`src/rtl/vga_pkg.sv`:
```
// Shared constants and helpers for the tile-based VGA pixel pipeline.
// Colours are RGB 3:3:2, matching the DAC's 8-bit input.
package vga_pkg;
    localparam int H_ACTIVE       = 640;
    localparam int V_ACTIVE       = 480;
    localparam int TILE_SHIFT     = 3;
    localparam int COLS           = H_ACTIVE >> TILE_SHIFT;
    localparam int ROWS           = V_ACTIVE >> TILE_SHIFT;
    localparam int RENDER_LATENCY = 3;
    localparam int MAP_AW         = 13;
    localparam int GLY_AW         = 11;
    localparam int BLINK_B        = 4;

    localparam logic [7:0] RGB_BLACK = 8'h00;
    localparam logic [7:0] RGB_WHITE = 8'hFF;
    localparam logic [7:0] RGB_RED   = 8'hE0;
    localparam logic [7:0] RGB_GREEN = 8'h1C;
    localparam logic [7:0] RGB_BLUE  = 8'h03;

    typedef struct packed {
        logic bright;
        logic hsync;
        logic vsync;
    } sync_t;

    localparam sync_t SYNC_IDLE = '{bright: 1'b0, hsync: 1'b1, vsync: 1'b1};

    // row*80 + col as shift-adds; only valid for an 80-column map.
    function automatic logic [MAP_AW-1:0] map_index(input logic [7:0] r, input logic [7:0] c);
        return (MAP_AW'(r) << 6) + (MAP_AW'(r) << 4) + MAP_AW'(c);
    endfunction
endpackage

```
`src/rtl/vga_delay_line.sv`:
```
// Enable-gated shift register; every stage reloads INIT on clear.
module vga_delay_line #(
    parameter int               WIDTH = 3,
    parameter int               DEPTH = 3,
    parameter logic [WIDTH-1:0] INIT  = '0
) (
    input  logic             clk,
    input  logic             clear,
    input  logic             enable,
    input  logic [WIDTH-1:0] din,
    output logic [WIDTH-1:0] dout
);
    generate
        for (genvar gi = 0; gi < DEPTH; gi++) begin : g_stage
            logic [WIDTH-1:0] stage_reg;
            logic [WIDTH-1:0] stage_next;
            if (gi == 0) begin : g_head
                assign stage_next = din;
            end else begin : g_tail
                assign stage_next = g_stage[gi-1].stage_reg;
            end
            always_ff @(posedge clk) begin
                if (clear) begin
                    stage_reg <= INIT;
                end else if (enable) begin
                    stage_reg <= stage_next;
                end
            end
        end
    endgenerate

    assign dout = g_stage[DEPTH-1].stage_reg;
endmodule

```
`src/rtl/vga_tile_renderer.sv`:
```
// Renders an 80x60 grid of 8x8 glyph tiles with a blinking inverse cursor.
// Four enable-gated stages: map address, glyph address, pixel pick, colour/sync out.
module vga_tile_renderer
    import vga_pkg::*;
#(
    parameter int P_COLS    = COLS,
    parameter int P_ROWS    = ROWS,
    parameter int P_MAP_AW  = MAP_AW,
    parameter int P_GLY_AW  = GLY_AW,
    parameter int P_BLINK_B = BLINK_B
) (
    input  logic                clk,
    input  logic                clear,
    input  logic                enable,
    input  logic [10:0]         hCount,
    input  logic [10:0]         vCount,
    input  logic                bright,
    input  logic                hSync_in,
    input  logic                vSync_in,
    output logic [P_MAP_AW-1:0] tile_addr,
    input  logic [7:0]          tile_data,
    output logic [P_GLY_AW-1:0] glyph_addr,
    input  logic [7:0]          glyph_data,
    input  logic                color_we,
    input  logic [15:0]         color_in,
    input  logic                cursor_en,
    input  logic [6:0]          cursor_col,
    input  logic [5:0]          cursor_row,
    output logic [7:0]          rgb,
    output logic                hSync,
    output logic                vSync
);
    logic [7:0] tile_col;
    logic [7:0] tile_row;
    logic       hit_next;

    logic [P_MAP_AW-1:0] tile_addr_reg;
    logic [P_GLY_AW-1:0] glyph_addr_reg;
    logic [2:0]          col3_s0_reg, col3_s1_reg, row3_s0_reg;
    logic                hit_s0_reg, hit_s1_reg, hit_s2_reg, pix_s2_reg;
    logic [7:0]          rgb_reg;
    logic                hsync_reg, vsync_reg;
    logic [7:0]          fg_reg, bg_reg;
    logic [7:0]          frame_cnt_reg;
    logic                vsync_prev_reg;
    logic                blink;
    sync_t               sync_s2;

    assign tile_col = hCount[10:TILE_SHIFT];
    assign tile_row = vCount[10:TILE_SHIFT];
    assign blink    = frame_cnt_reg[P_BLINK_B];

    // Range guard makes an out-of-range cursor inert even if the compare width allows a match.
    assign hit_next = cursor_en
                   && (32'(cursor_col) < P_COLS) && (32'(cursor_row) < P_ROWS)
                   && (tile_col == {1'b0, cursor_col})
                   && (tile_row == {2'b00, cursor_row});

    vga_delay_line #(
        .WIDTH (3),
        .DEPTH (RENDER_LATENCY),
        .INIT  (SYNC_IDLE)
    ) u_sync_dly (
        .clk    (clk),
        .clear  (clear),
        .enable (enable),
        .din    ({bright, hSync_in, vSync_in}),
        .dout   (sync_s2)
    );

    always_ff @(posedge clk) begin
        if (clear) begin
            tile_addr_reg  <= '0;
            glyph_addr_reg <= '0;
            col3_s0_reg    <= '0;
            col3_s1_reg    <= '0;
            row3_s0_reg    <= '0;
            hit_s0_reg     <= 1'b0;
            hit_s1_reg     <= 1'b0;
            hit_s2_reg     <= 1'b0;
            pix_s2_reg     <= 1'b0;
            rgb_reg        <= RGB_BLACK;
            hsync_reg      <= 1'b1;
            vsync_reg      <= 1'b1;
        end else if (enable) begin
            tile_addr_reg  <= P_MAP_AW'(map_index(tile_row, tile_col));
            col3_s0_reg    <= hCount[2:0];
            row3_s0_reg    <= vCount[2:0];
            hit_s0_reg     <= hit_next;

            glyph_addr_reg <= P_GLY_AW'({tile_data, row3_s0_reg});
            col3_s1_reg    <= col3_s0_reg;
            hit_s1_reg     <= hit_s0_reg;

            // Bit 7 is the leftmost pixel, so the column is inverted to index it.
            pix_s2_reg     <= glyph_data[~col3_s1_reg];
            hit_s2_reg     <= hit_s1_reg;

            rgb_reg        <= !sync_s2.bright ? RGB_BLACK
                            : ((pix_s2_reg ^ (hit_s2_reg & blink)) ? fg_reg : bg_reg);
            hsync_reg      <= sync_s2.hsync;
            vsync_reg      <= sync_s2.vsync;
        end
    end

    // Colour register and frame counter run on every clk, independent of the pixel tick.
    always_ff @(posedge clk) begin
        if (clear) begin
            fg_reg         <= RGB_WHITE;
            bg_reg         <= RGB_BLACK;
            frame_cnt_reg  <= '0;
            vsync_prev_reg <= 1'b1;
        end else begin
            if (color_we) begin
                {fg_reg, bg_reg} <= color_in;
            end
            vsync_prev_reg <= vSync_in;
            if (vsync_prev_reg && !vSync_in) begin
                frame_cnt_reg <= frame_cnt_reg + 8'd1;
            end
        end
    end

    assign tile_addr  = tile_addr_reg;
    assign glyph_addr = glyph_addr_reg;
    assign rgb        = rgb_reg;
    assign hSync      = hsync_reg;
    assign vSync      = vsync_reg;
endmodule

```
`config.mk`:
```
export PLATFORM = sky130hd
export DESIGN_NAME = vga_tile_renderer
export DESIGN_NICKNAME = d
export VERILOG_FILES = /design/src/rtl/vga_pkg.sv /design/src/rtl/vga_delay_line.sv /design/src/rtl/vga_tile_renderer.sv
export SDC_FILE = /design/constraint.sdc
export NUM_CORES = 1
export LEC_CHECK = 0
export CAP_MARGIN = 20
export CORE_MARGIN = 10
export CORE_UTILIZATION = 43
export DETAILED_ROUTE_END_ITERATION = 6
export GPL_TIMING_DRIVEN = 0
export PLACE_DENSITY = 0.77
export SYNTH_ARGS = -nofsm -noshare
export SYNTH_HDL_FRONTEND = slang
export SYNTH_SLANG_ARGS = --single-unit
```
`constraint.sdc`:
```
create_clock -name clk -period 2.1 [get_ports clk]
set_input_delay 0.42 -clock clk [delete_from_list [all_inputs] [get_ports clk]]
set_output_delay 0.42 -clock clk [all_outputs]
set_load 0.005 [all_outputs]
```
==> impl_results.md <==
- Multi-input logic area: between 0.0015 and 0.002 mm²
- Hold Crit Class: reg -> reg
- TritonCTS Buffers: 9
- Pwr dens: approximately 670 mW/mm²
- Core ar.: 0.00822 mm²
- Sw Share: 0.259
- Number of flip-flops in the largest register: 13
- Initial antenna violation count: 0
- Internal power: approximately 0.0025 W
- Critical path endpoint category: flip-flop
- Status: finished clean
- Largest net degree at the start of global routing: 14
- Row count: 33
- FF/Latch Area: 0.00156 mm²
- Setup Skew: 6.99 ps
- Max transition margin: 0.704
- Ys flop type: dfxtp_1
- Worst Path Required: approximately 2400 ps
- Clock transition at path regs: approximately 80 ps
- CP arrival: 2330 ps
- CP Launch Type: input port
- Grt ovf: 0
- Mapped Cells: 375
- Drt pass-1 iters: 4
- Hold Violations, Final: 0
- Avg Inst Size Synth: between 9 and 10 µm²
- WL per Instance: between 15 and 20 µm
- Fillcell total: ~710
- Mapped cell area: approximately 0.0036 mm²
- Final setup vio count: 0
- Clk root buf: clkbuf_8
- H-tree depth: 3
- Sequential cell area fraction in the yosys report: 0.429
- Async set or reset register ratio after synthesis: 0
- GRT busiest layer: met2
- CTS Buffer Depth: 2
- Final Critical Period: 2040 ps
- GRT Overall Usage: 0.153
- Io pins: around 110
- Power share of the clock group: 0.329
- Post-synth EDFFs: 0
- Clk_lat worst skew: 340 ps
- Distinct cell type count after synthesis: slightly above 50
- Setup TNS Final: 0 ps
- Post-synth top area cell: dfxtp_1
- Sink Count: 78
- Initial DRC count: 71
- Switching power: 0.000882 W
- Post-route DRC: 0
- Measured slew at the worst slew-check pin: around 440 ps
- Vias in the first global route: 3211
- Logic pwr share: 0.202
- Post-Route WL: about 9.6 mm
- Antenna Nets Post-Route: 0
- Die height: 112 µm
- Total power: 0.00340 W
- Tcrit/Tclk final: 0.971
- Register share of total power: 0.470
- Synth Net Count: 467
- Syn-to-layout area delta: 40.0%
- CTS Hold Bufs: 0
- GRT met1 Usage: 0.176
- Synth top area cells: dfxtp_1 (43%), mux2i_1 (16%), nor2_1 (5.2%)
- Core Util, Final: 0.620
- Max rail drop VDD: around 0.43 mV
- CTS tree: done
- Maxcap violations: 0
- CP Class: in -> reg
- Via count: around 3000
- Final GP Congestion: just over 0.8
- Total number of yosys warnings: 0
- Nets@finish: roughly 590
- Met3 usage: 0.0612
- Die X: 112 µm
- Max Slew Vio Count: 0
- IO buf count: 107
- First-pass GRT wire length: about 16 mm
- Starting density of the core: 0.443
- DR vias/cell: around 5.0
- Full die area: 0.0125 mm²
- Synth Register Bits: between 70 and 80
- Met2 usage: 0.261
- Final HPWL DP: 7.44 mm
- ANT cells: 0
- Unrepaired setup endpoints after global routing: no
- Leak: 2.15 nW
- Fmax: 0.491 GHz
- Ratio of cells with drive above 1 in the final layout: 0.120
- Maximum net fanout on the critical path: 4
- Share of the synthesized area in the top cell type: 0.429
area by class of cell:
cell class | instances | share of cell area
flip-flops and latches | 78 | 0.306
clock buffers | 10 | 0.0270
multi-input cells | 266 | 0.388
plain buffers | 20 | 0.0218
inverters | 11 | 0.00957
clock inverters | 5 | 0.0115
repair buffers | 109 | 0.210
well taps | 105 | 0.0258
cells in the final DEF, fill, tap and decap left out, types with 5 or more instances in the layout:
cell type	count
xor2_1	16
a21oi_1	8
nand3_1	13
clkbuf_8	10
o21ai_1	8
a21o_1	9
inv_1	6
dfxtp_1	78
buf_2	15
dlygate4sd2_1	5
clkdlybuf4s50_1	97
nor2_1	50
nand2_1	28
ha_1	10
mux2i_1	58
metal layers:
layer | vias up | part of all wire
met4 | 0 | 0.0071
met3 | 6 | 0.065
met1 | 1435 | 0.43
met2 | 62 | 0.50
li1 | 1540 | -
met5 | - | 0
kinds of logic (layout without fill, tap and decap cells):
logic type / count (synthesis) / in the layout / share of synthesized area
AO/OA/AOI/OAI: 52 / 52 / 0.101
XOR/XNOR: 18 / 18 / 0.0433
adder cells (fa/ha/maj): 17 / 17 / 0.0646
buffers and inverters: 31 / 155 / 0.0419
flip-flops: 78 / 78 / 0.429
multiplexers: 60 / 60 / 0.172
AND/OR/NAND/NOR: 119 / 119 / 0.148
worst max-delay path: stages:
cell and delay [ps]:
dlygate4sd2_1 280, fa_1 510, ha_4 310, o21a_2 160
a21oi_2 70, or4_4 510, nand3_2 70
synth_stat cells (2+ instances only):
| library cell | n |
|---|---|
| dfxtp_1 | 78 |
| mux2i_1 | 58 |
| nor2_1 | 50 |
| nand2_1 | 28 |
| xor2_1 | 16 |
| ha_1 | 14 |
| nand3_1 | 14 |
| buf_2 | 13 |
| a21o_1 | 9 |
| a21oi_1 | 9 |
| inv_1 | 9 |
| o21ai_1 | 8 |
| nor3_1 | 5 |
| a211oi_1 | 4 |
| o21a_1 | 4 |
| a31oi_1 | 3 |
| fa_1 | 3 |
| nor2b_1 | 3 |
| nor4_1 | 3 |
| buf_6 | 2 |
| clkbuf_1 | 2 |
| inv_2 | 2 |
| mux4_2 | 2 |
| nand2b_1 | 2 |
| nand4_1 | 2 |
| o2111ai_1 | 2 |
| o211ai_1 | 2 |
| o21ai_0 | 2 |
| or2_1 | 2 |
| or3_1 | 2 |
| xnor2_1 | 2 |
power by group through the flow:
stage / registers, W / logic [W] / clock network [W]
CTS: 0.00160 / 0.000684 / 0.00115
detailed placement: 0.00163 / 0.000656 / 0
global placement: 0.00163 / 0.000640 / 0
finish: 0.00160 / 0.000686 / 0.00112
global route: 0.00161 / 0.000757 / 0.00122
floorplan: 0.00163 / 0.000345 / 0
what timing repair did:
item,CTS,global route
gates resized for setup,23,8
pin swaps,11,5
hold endpoints to repair,0,0
setup endpoints to repair,6,4
setup buffers,2,0
per-stage QoR:
stage               cells  hold WS [ps]  area, µm²  setup WS (ps)
floorplan             375           437       3650          -85.3
global placement      587           452       4850           -784
detailed placement    587           459       4850           -871
CTS                   604           458       5080           25.2
global route          604           485       5100           23.0
finish                604           469       5100           61.7
worst paths after layout:
path / from / end / slack (ps) / cells after the start
hold reg to reg: rgb[3] / rgb[3] / 470 / 2
hold / removal: rgb[3] / rgb[3] / 470 / 2
setup / recovery: vCount[4] / tile_addr[10] / 60 / 7
setup reg to reg: col3_s1_reg[0] / pix_s2_reg / 790 / 3
Note: power is estimated with default switching activity, not from simulation.
